===== config.mk =====
export PLATFORM = sky130hd
export DESIGN_NAME = dm_burst_master
export DESIGN_NICKNAME = d
export VERILOG_FILES = /design/src/rtl/dm_pkg.sv /design/src/rtl/dm_burst_counter.sv /design/src/rtl/dm_burst_master.sv
export SDC_FILE = /design/constraint.sdc
export NUM_CORES = 1
export LEC_CHECK = 0
export CAP_MARGIN = 0
export CORE_MARGIN = 4
export CORE_UTILIZATION = 37
export CTS_CLUSTER_DIAMETER = 50
export CTS_CLUSTER_SIZE = 8
export DETAILED_ROUTE_END_ITERATION = 7
export PLACE_DENSITY_LB_ADDON = 0.25
export SLEW_MARGIN = 20
export SYNTH_ARGS = -nofsm -noshare
export SYNTH_HDL_FRONTEND = slang
export SYNTH_SLANG_ARGS = --single-unit

===== constraint.sdc =====
create_clock -name clk -period 1.58 [get_ports clk]
set_input_delay 0.316 -clock clk [delete_from_list [all_inputs] [get_ports clk]]
set_output_delay 0.316 -clock clk [all_outputs]
set_load 0.1 [all_outputs]

===== src/rtl/dm_pkg.sv =====
// dm_pkg: shared definitions for the data-memory burst master.
//   Default address/data/length widths, the largest burst size, and the
//   controller state encoding (kept as explicit 2-bit values so the state
//   vector matches the original hard-coded encodings bit for bit).
package dm_pkg;

  localparam int unsigned ADDR_W_DEF = 8;
  localparam int unsigned DATA_W_DEF = 8;
  localparam int unsigned LEN_W_DEF  = 4;
  localparam int unsigned MAX_BURST  = 2 ** LEN_W_DEF;

  typedef enum logic [1:0] {
    ST_IDLE  = 2'd0,
    ST_READ  = 2'd1,
    ST_DRAIN = 2'd2,
    ST_WRITE = 2'd3
  } dm_state_e;

endpackage


===== src/rtl/dm_burst_counter.sv =====
// dm_burst_counter: address sequencer / remaining-beat counter for a burst.
//   clk, rst    : clock, synchronous active-high reset
//   load        : capture addr_in / len_in as the burst start
//   step        : advance one beat (addr + 1 wrapping, cnt - 1)
//   addr_in     : burst start address
//   len_in      : burst length minus one
//   addr        : current beat address
//   last        : current beat is the final one (cnt == 0)
module dm_burst_counter #(
  parameter int unsigned ADDR_W = 8,
  parameter int unsigned LEN_W  = 4
) (
  input  logic              clk,
  input  logic              rst,
  input  logic              load,
  input  logic              step,
  input  logic [ADDR_W-1:0] addr_in,
  input  logic [LEN_W-1:0]  len_in,
  output logic [ADDR_W-1:0] addr,
  output logic              last
);

  logic [LEN_W-1:0] cnt;

  always_ff @(posedge clk) begin
    if (rst) begin
      addr <= '0;
      cnt  <= '0;
    end else if (load) begin
      addr <= addr_in;
      cnt  <= len_in;
    end else if (step) begin
      // Address wraps naturally modulo 2^ADDR_W.
      addr <= addr + 1'b1;
      cnt  <= cnt - 1'b1;
    end
  end

  assign last = (cnt == '0);

endmodule


===== src/rtl/dm_burst_master.sv =====
// dm_burst_master: burst load/store initiator for the 256-byte data memory.
//   clk, rst            : clock, synchronous active-high reset
//   req_valid/req_ready : request handshake; req_we selects store (1) or load (0),
//                         req_addr is the start address, req_len the byte count - 1
//   wr_data/wr_valid/wr_ready : store byte stream (beat when wr_valid in WRITE)
//   rd_data/rd_valid    : load byte stream, no backpressure
//   done                : one-cycle pulse when a burst completes
//   busy                : burst in progress
//   en_DM_rd, en_DM_wr, mem_addr, mem_din, mem_dout : data memory port
//                         (memory read data is registered, one cycle latency)
module dm_burst_master
  import dm_pkg::*;
#(
  parameter int unsigned ADDR_W = ADDR_W_DEF,
  parameter int unsigned DATA_W = DATA_W_DEF,
  parameter int unsigned LEN_W  = LEN_W_DEF
) (
  input  logic              clk,
  input  logic              rst,
  input  logic              req_valid,
  output logic              req_ready,
  input  logic              req_we,
  input  logic [ADDR_W-1:0] req_addr,
  input  logic [LEN_W-1:0]  req_len,
  input  logic [DATA_W-1:0] wr_data,
  input  logic              wr_valid,
  output logic              wr_ready,
  output logic [DATA_W-1:0] rd_data,
  output logic              rd_valid,
  output logic              done,
  output logic              busy,
  output logic              en_DM_rd,
  output logic              en_DM_wr,
  output logic [ADDR_W-1:0] mem_addr,
  output logic [DATA_W-1:0] mem_din,
  input  logic [DATA_W-1:0] mem_dout
);

  dm_state_e         state, nstate;
  logic              rd_pend;
  logic              load, step, last;
  logic              rd_en, wr_en, wr_rdy, done_c;
  logic [ADDR_W-1:0] addr_q;

  dm_burst_counter #(
    .ADDR_W (ADDR_W),
    .LEN_W  (LEN_W)
  ) u_cnt (
    .clk     (clk),
    .rst     (rst),
    .load    (load),
    .step    (step),
    .addr_in (req_addr),
    .len_in  (req_len),
    .addr    (addr_q),
    .last    (last)
  );

  always_comb begin
    nstate = state;
    load   = 1'b0;
    step   = 1'b0;
    rd_en  = 1'b0;
    wr_en  = 1'b0;
    wr_rdy = 1'b0;
    done_c = 1'b0;
    case (state)
      ST_IDLE: begin
        if (req_valid) begin
          load   = 1'b1;
          nstate = req_we ? ST_WRITE : ST_READ;
        end
      end
      ST_READ: begin
        rd_en = 1'b1;
        step  = 1'b1;
        if (last) nstate = ST_DRAIN;
      end
      // Carries the final registered read byte out of the memory.
      ST_DRAIN: begin
        done_c = 1'b1;
        nstate = ST_IDLE;
      end
      ST_WRITE: begin
        wr_rdy = 1'b1;
        if (wr_valid) begin
          wr_en = 1'b1;
          step  = 1'b1;
          if (last) begin
            done_c = 1'b1;
            nstate = ST_IDLE;
          end
        end
      end
      default: nstate = ST_IDLE;
    endcase
  end

  always_ff @(posedge clk) begin
    if (rst) begin
      state   <= ST_IDLE;
      rd_pend <= 1'b0;
    end else begin
      state   <= nstate;
      rd_pend <= rd_en;
    end
  end

  // Every output is forced low while rst is high, so a burst aborted by reset
  // issues no further memory access and no rd_valid/done for in-flight reads.
  assign req_ready = (state == ST_IDLE) && !rst;
  assign busy      = (state != ST_IDLE) && !rst;
  assign wr_ready  = wr_rdy && !rst;
  assign en_DM_rd  = rd_en && !rst;
  assign en_DM_wr  = wr_en && !rst;
  assign done      = done_c && !rst;
  assign rd_valid  = rd_pend && !rst;
  assign rd_data   = rst ? '0 : mem_dout;
  assign mem_addr  = rst ? '0 : addr_q;
  assign mem_din   = rst ? '0 : wr_data;

endmodule


# Word level (Yosys, flattened, before mapping)
# Index checks and enable logic that the tools add are counted.
# W data, S select, Z words.
dict set report word_totals {
  in_bits 33
  rom_bits 0
  latch_bits 0
  n_memories 0
  ram_bits 0
  word_cells 49
  register_bits 15
}
dict set report classes {
  reduce_logical 13
  magnitude_cmp 0
  n_eq_ne 7
  div 0
  add_sub_neg 2
  bitwise 0
  shift 0
  mux 23
  n_mul 0
}
# op n
set ops {}
lappend ops {{$mux W8} 5}
lappend ops {{$mux W2} 5}
lappend ops {{$add A8 B1 Y8 const B} 1}
lappend ops {{$mux W1} 8}
lappend ops {{$mux W4} 2}
lappend ops {{$ne A2 B2 Y1 const B} 4}
lappend ops {{$pmux W2 S4} 1}
lappend ops {{$logic_and A1 B1 Y1} 7}
lappend ops {{$eq A2 B2 Y1 const B} 2}
lappend ops {{$logic_not A4 Y1} 1}
lappend ops {{$pmux W1 S2} 2}
lappend ops {{$reduce_and A4 Y1} 1}
lappend ops {{$reduce_bool A2 Y1} 2}
lappend ops {{$sub A4 B1 Y4 const B} 1}
lappend ops {{$eq A2 B1 Y1 const B} 1}
lappend ops {{$logic_not A2 Y1} 1}
lappend ops {{$logic_not A1 Y1} 1}

# Depth between registers and ports, before layout
dict set report depth {
  ltp_word 5
  mapped_depth 6
}

# Cells and area by module
# A second synthesis with hierarchy kept.
dict set report hier_totals {
  cells_unflattened 129
  area_unflattened_um2 1021.0
}
# module cells_per_inst seq_area_each_um2 area_per_inst_um2 instances
set modules_own_cells {}
lappend modules_own_cells {dm_burst_counter 77 240.2 665.6 1}
lappend modules_own_cells {dm_burst_master 52 60.1 355.3 1}

# Worst setup path after synthesis
# OpenSTA, ideal clock, no wires.
dict set report synth_path {
  path_kind {input to output}
  from {input rst}
  to {output en_DM_rd}
  t_arrival_ps 2923
  path_stages 3
  path_slack_ps -1659
  t_required_ps 1264
  path_cell_list {clkbuf_1 > clkbuf_1 > nor3b_1}
}
dict set report synth_between {
  elab_chain_len 2
}
# element line_no
set synth_lines {}
lappend synth_lines {{start: declaration} dm_burst_master.sv:19} ;# input logic rst,
lappend synth_lines {{$logic_not A1 Y1} dm_burst_master.sv:114} ;# assign en_DM_rd = rd_en && !rst;
lappend synth_lines {{$logic_and A1 B1 Y1} dm_burst_master.sv:114}
lappend synth_lines {{end: declaration} dm_burst_master.sv:32} ;# output logic en_DM_rd,
# Every way passes these cells.

# Worst setup path after layout
dict set report layout_path {
  from {register u_cnt.cnt[1]}
  to {output done}
}
dict set report layout_between {
  elab_chain_len 5
}
# element line_no
set layout_lines {}
lappend layout_lines {{start: declaration} dm_burst_counter.sv:23} ;# logic [LEN_W-1:0] cnt;
lappend layout_lines {{start signal: assignment} dm_burst_counter.sv:31} ;# cnt <= len_in;
lappend layout_lines {{start signal: assignment} dm_burst_counter.sv:35} ;# cnt <= cnt - 1'b1;
lappend layout_lines {{$logic_not A4 Y1} dm_burst_counter.sv:39} ;# assign last = (cnt == '0);
lappend layout_lines {{$mux W1} dm_burst_master.sv:89} ;# if (last) begin
lappend layout_lines {{$mux W1} dm_burst_master.sv:86} ;# if (wr_valid) begin
lappend layout_lines {{$pmux W1 S2} dm_burst_master.sv:67} ;# case (state)
lappend layout_lines {{$logic_and A1 B1 Y1} dm_burst_master.sv:116} ;# assign done = done_c && !rst;
lappend layout_lines {{end: declaration} dm_burst_master.sv:30} ;# output logic done,
# Every way passes these cells.

==> impl_table.tex <==
\begin{tabular}{lr}
\hline
Metric & Value \\
\hline
\multicolumn{2}{l}{\textbf{STA}} \\
Tightest Pin Transition & 0.322 ns \\
Worst Setup Slack, final & -0.274 ns \\
Unrepaired setup endpoints after global routing & true \\
Slew margin rel. & 78.5\% \\
Worst clock skew & 0.0121 ns \\
Finish-stage setup viols & 3 \\
Top achievable clock speed & approximately 540 MHz \\
Final-report hold violation count & 0 \\
Final critical-path share of the clock period & 117\% \\
Slew Viols, Final & 0 \\
Final Critical Period & $\sim$1.9 ns \\
Setup total negative slack & -0.303 ns \\
\multicolumn{2}{l}{\textbf{Route}} \\
Final wirelength & 5100 µm \\
Avg Vias per Cell & roughly 6.1 \\
M1 wire length & approximately 1800 µm \\
Average routed wire per standard cell & between 20 and 25 µm \\
Post-route ant nets & 0 \\
DRC violations left & 0 \\
Overall via count from detail\_route & 1,542 \\
DR WL met2 & 2570 µm \\
First-iteration detailed-routing DRC count & 86 \\
Initial DRT Pass Iterations & 4 \\
Max Used Layer & met4 \\
Detailed-routed wire length on met3 & roughly 440 µm \\
\multicolumn{2}{l}{\textbf{Placement}} \\
Number of I/O port buffers & between 60 and 70 \\
Minimum setup slack after placement & -0.249 ns \\
Instance count after placement with tap cells included & between 200 and 250 \\
Post-DP HPWL & about 3300 µm \\
Routability cong. & 0.842 \\
\multicolumn{2}{l}{\textbf{Synthesis}} \\
Simple-gate portion of the synthesized area & between 30\% and 40\% \\
Combined area of all synthesized cells & 1040 µm² \\
Library cell with the highest instance count after synthesis & sky130\_fd\_sc\_hd\_\_nor2b\_1 \\
Post-synthesis share of cell area spent on full adders, half adders and majority gates & 2.42\% \\
Synthesized flop and latch total & 15 \\
Fraction of post-synthesis cell area in the top cell type by area & between 20\% and 30\% \\
Number of instances in the synthesized netlist & 145 \\
Main combinational cell family by area after synthesis & simple AND/OR/NAND/NOR gates \\
Post-synth EDFFs & 0 \\
Yosys warning count & 0 \\
Fraction of synthesized area in multiplexers & 0\% \\
Distinct cells, synth & 30 \\
Xor/xnor share of the synthesized area & around 1.7\% \\
Post-synthesis compound-gate area fraction & between 20\% and 30\% \\
Ys flop type & sky130\_fd\_sc\_hd\_\_dfxtp\_1 \\
Syn\_area\_per\_cell & a little over 7 µm² \\
Biggest area consumer among synthesized cells & sky130\_fd\_sc\_hd\_\_dfxtp\_1 \\
Sequential-to-total area share from yosys stat & 29.0\% \\
Leading post-synthesis cells by cell area & sky130\_fd\_sc\_hd\_\_dfxtp\_1 29\%, sky130\_fd\_sc\_hd\_\_nor2b\_1 16\%, sky130\_fd\_sc\_hd\_\_a21oi\_1 5.8\% \\
Number of nets produced by synthesis & 180 \\
Most used standard cells in the synthesized netlist & 26 x sky130\_fd\_sc\_hd\_\_nor2b\_1, 15 x sky130\_fd\_sc\_hd\_\_dfxtp\_1, 14 x sky130\_fd\_sc\_hd\_\_nor2\_1 \\
Post-synthesis async set-or-reset flop share & 0\% \\
\multicolumn{2}{l}{\textbf{Layout}} \\
Final Net Count & 258 \\
Share of cells above drive strength 1 & 45.0\% \\
Share of the core filled with cells & between 90\% and 100\% \\
Area growth, synth to finish & 133\% \\
Ant diodes & 0 \\
Final non-filler cell total & about 250 \\
\multicolumn{2}{l}{\textbf{Min path}} \\
Worst hold path type & flip-flop to flip-flop \\
Hold depth & 2 \\
WHS Endpoint & u\_cnt.cnt[1] \\
Startpoint of the tightest hold check path & u\_cnt.cnt[1] \\
\multicolumn{2}{l}{\textbf{Worst setup path}} \\
CP top delay family & flip-flops \\
Cell depth of the worst flop-to-flop path & 4 \\
Longest individual stage delay on the worst path & between 0.3 and 0.4 ns \\
Critical path buffer and inverter count & 2 \\
Critical Path, Cell by Cell & inv\_2 -> ha\_4 -> nor3b\_4 -> nand2\_2 -> a21oi\_4 -> buf\_12 \\
Data arrival time of the critical path & about 1.5 ns \\
CP Max Fanout & 2 \\
Register-to-register path setup slack & 0.02 ns \\
End of the worst register-to-register path & u\_cnt.addr[7] \\
Required time at the worst-slack endpoint & 1.26 ns \\
Crit path capture type & output pin \\
Critical Path Slowest Stage Cell & sky130\_fd\_sc\_hd\_\_dfxtp\_2 \\
Nature of the critical path startpoint & flip-flop \\
R2R Path Start & u\_cnt.addr[2] \\
Type of the setup path with the least slack & flip-flop to output pin \\
\multicolumn{2}{l}{\textbf{Power and ir drop}} \\
Total power draw & around 2 mW \\
Maximum resistive drop on vdd & between 0.7 and 0.8 mV \\
Power per cell area & 840 nW/µm² \\
Leak Pwr & around 0.94 nW \\
\multicolumn{2}{l}{\textbf{Run}} \\
Count of maximum capacitance violations & 0 \\
\multicolumn{2}{l}{\textbf{Die}} \\
Number of placement rows & 18 \\
Starting density of the core & roughly two fifths \\
DIE AREA & around 3700 µm² \\
Die outline width & just over 60 µm \\
Die Span Y & between 60 and 70 µm \\
Core area & between 2000 and 3000 µm² \\
Top-level I/O count & 64 \\
\multicolumn{2}{l}{\textbf{Clock tree}} \\
Clk sink count & 15 \\
Clk Latency, worst-skew pair & slightly above 0.3 ns \\
Clk Tree Root Cell & sky130\_fd\_sc\_hd\_\_clkbuf\_4 \\
Hold Buf Count CTS & 0 \\
Longest Clk Path Bufs & 2 \\
Total CTS buffers & 3 \\
Clock tree from TritonCTS & done \\
Maximum level of the CTS H-tree & 1 \\
Clock transition at the register clock pins on the worst setup and hold paths after CTS & $\sim$0.09 ns \\
\multicolumn{2}{l}{\textbf{Global route}} \\
Largest net degree at the start of global routing & 27 \\
Grt total ovfl & 0 \\
Wire length of the first global-routing pass & around 7100 µm \\
Initial antenna violation count & 0 \\
Via count of the first global-routing pass & about 1,500 \\
GRT Resource Usage Total & roughly 26\% \\
\multicolumn{2}{l}{\textbf{Status}} \\
Outcome & finished with violations \\
Violated checks & negative setup slack \\
\hline
\end{tabular}
## cells by family (layout without fill, tap and decap cells)
logic type | after synthesis | count (layout)
simple gates | 75 | 75
compound gates | 38 | 38
xor+xnor | 2 | 2
fa+ha+maj | 2 | 2
flops | 15 | 15
buf+inv | 13 | 90
## worst register-to-register path, delay by kind of cell (launching register included)
family	cells	cell delay (ns)
AO/OA/AOI/OAI	2	0.43
AND/OR/NAND/NOR	2	0.64
flip-flops	1	0.45
## area by class of cell
cell class | instances | area, µm²
Tap cell | 30 | 37.5
Clock buffer | 3 | 22.5
Multi-Input combinational cell | 117 | 913
Timing Repair Buffer | 82 | 1110
Clock inverter | 1 | 5.00
Inverter | 4 | 15.0
Fill cell | 84 | 155
Sequential cell | 15 | 309
## through the flow
stage	hold slack, ns	cell area, µm²
6_report	0.513	2410
5_1_grt	0.530	2410
3_3_place_gp	0.489	2310
2_1_floorplan	0.472	1290
3_5_place_dp	0.510	2310
4_1_cts	0.518	2370
## report_power, final
| group | switching [mW] | internal (mW) | leakage [nW] | total, mW |
|---|---|---|---|---|
| sequential | 0.0797 | 0.436 | 0.125 | 0.516 |
| combinational | 0.731 | 0.535 | 0.795 | 1.27 |
| clock | 0.149 | 0.0946 | 0.0177 | 0.244 |
| total | 0.959 | 1.07 | 0.937 | 2.03 |
## flip-flops by register name, summed over array words and instances (netlist names)
signal      flops
state           2
u_cnt.addr      8
rd_pend         1
u_cnt.cnt       4
## repair_timing
action	CTS	global route
pin swaps	2	1
gates cloned	0	0
setup buffers	3	2
endpoints found under the setup margin	6	11
resized for setup	6	7
endpoints found under the hold margin	0	0
## layout by cell type, fill, tap and decap left out, drive strengths merged, types with 2 or more instances in the layout
cell type	synthesis	layout
a211oi	4	4
a21oi	12	12
a311oi	2	2
a31oi	2	2
and3	2	2
buf	5	51
clkbuf	4	3
clkdlybuf4s50	0	30
dfxtp	15	15
ha	2	2
inv	4	4
nand2	10	10
nand2b	3	3
nand3	3	3
nor2	14	14
nor2b	26	26
nor3	4	4
nor3b	5	5
nor4	3	3
o21a	3	3
o21ai	12	12
or3	3	3
## worst max-delay path by stage
stage	from	endpoint	slack, ns	depth (start not counted)
after global placement	wr_valid	u_cnt.addr[3]	-0.14	6
final	u_cnt.cnt[1]	done	-0.27	6
after detailed placement	req_valid	u_cnt.addr[2]	-0.25	6
after global routing	u_cnt.cnt[1]	done	-0.31	6
after CTS	u_cnt.cnt[1]	done	-0.22	6
after floorplan	state[0]	en_DM_rd	-0.24	2
## routing by layer
metal	vias to the layer above	track usage, %
li1	661	-
met1	720	28.6
met2	124	46.7
met3	37	4.89
met4	0	11.1
met5	-	0
No activity file was read; power rests on OpenSTA's default activity.
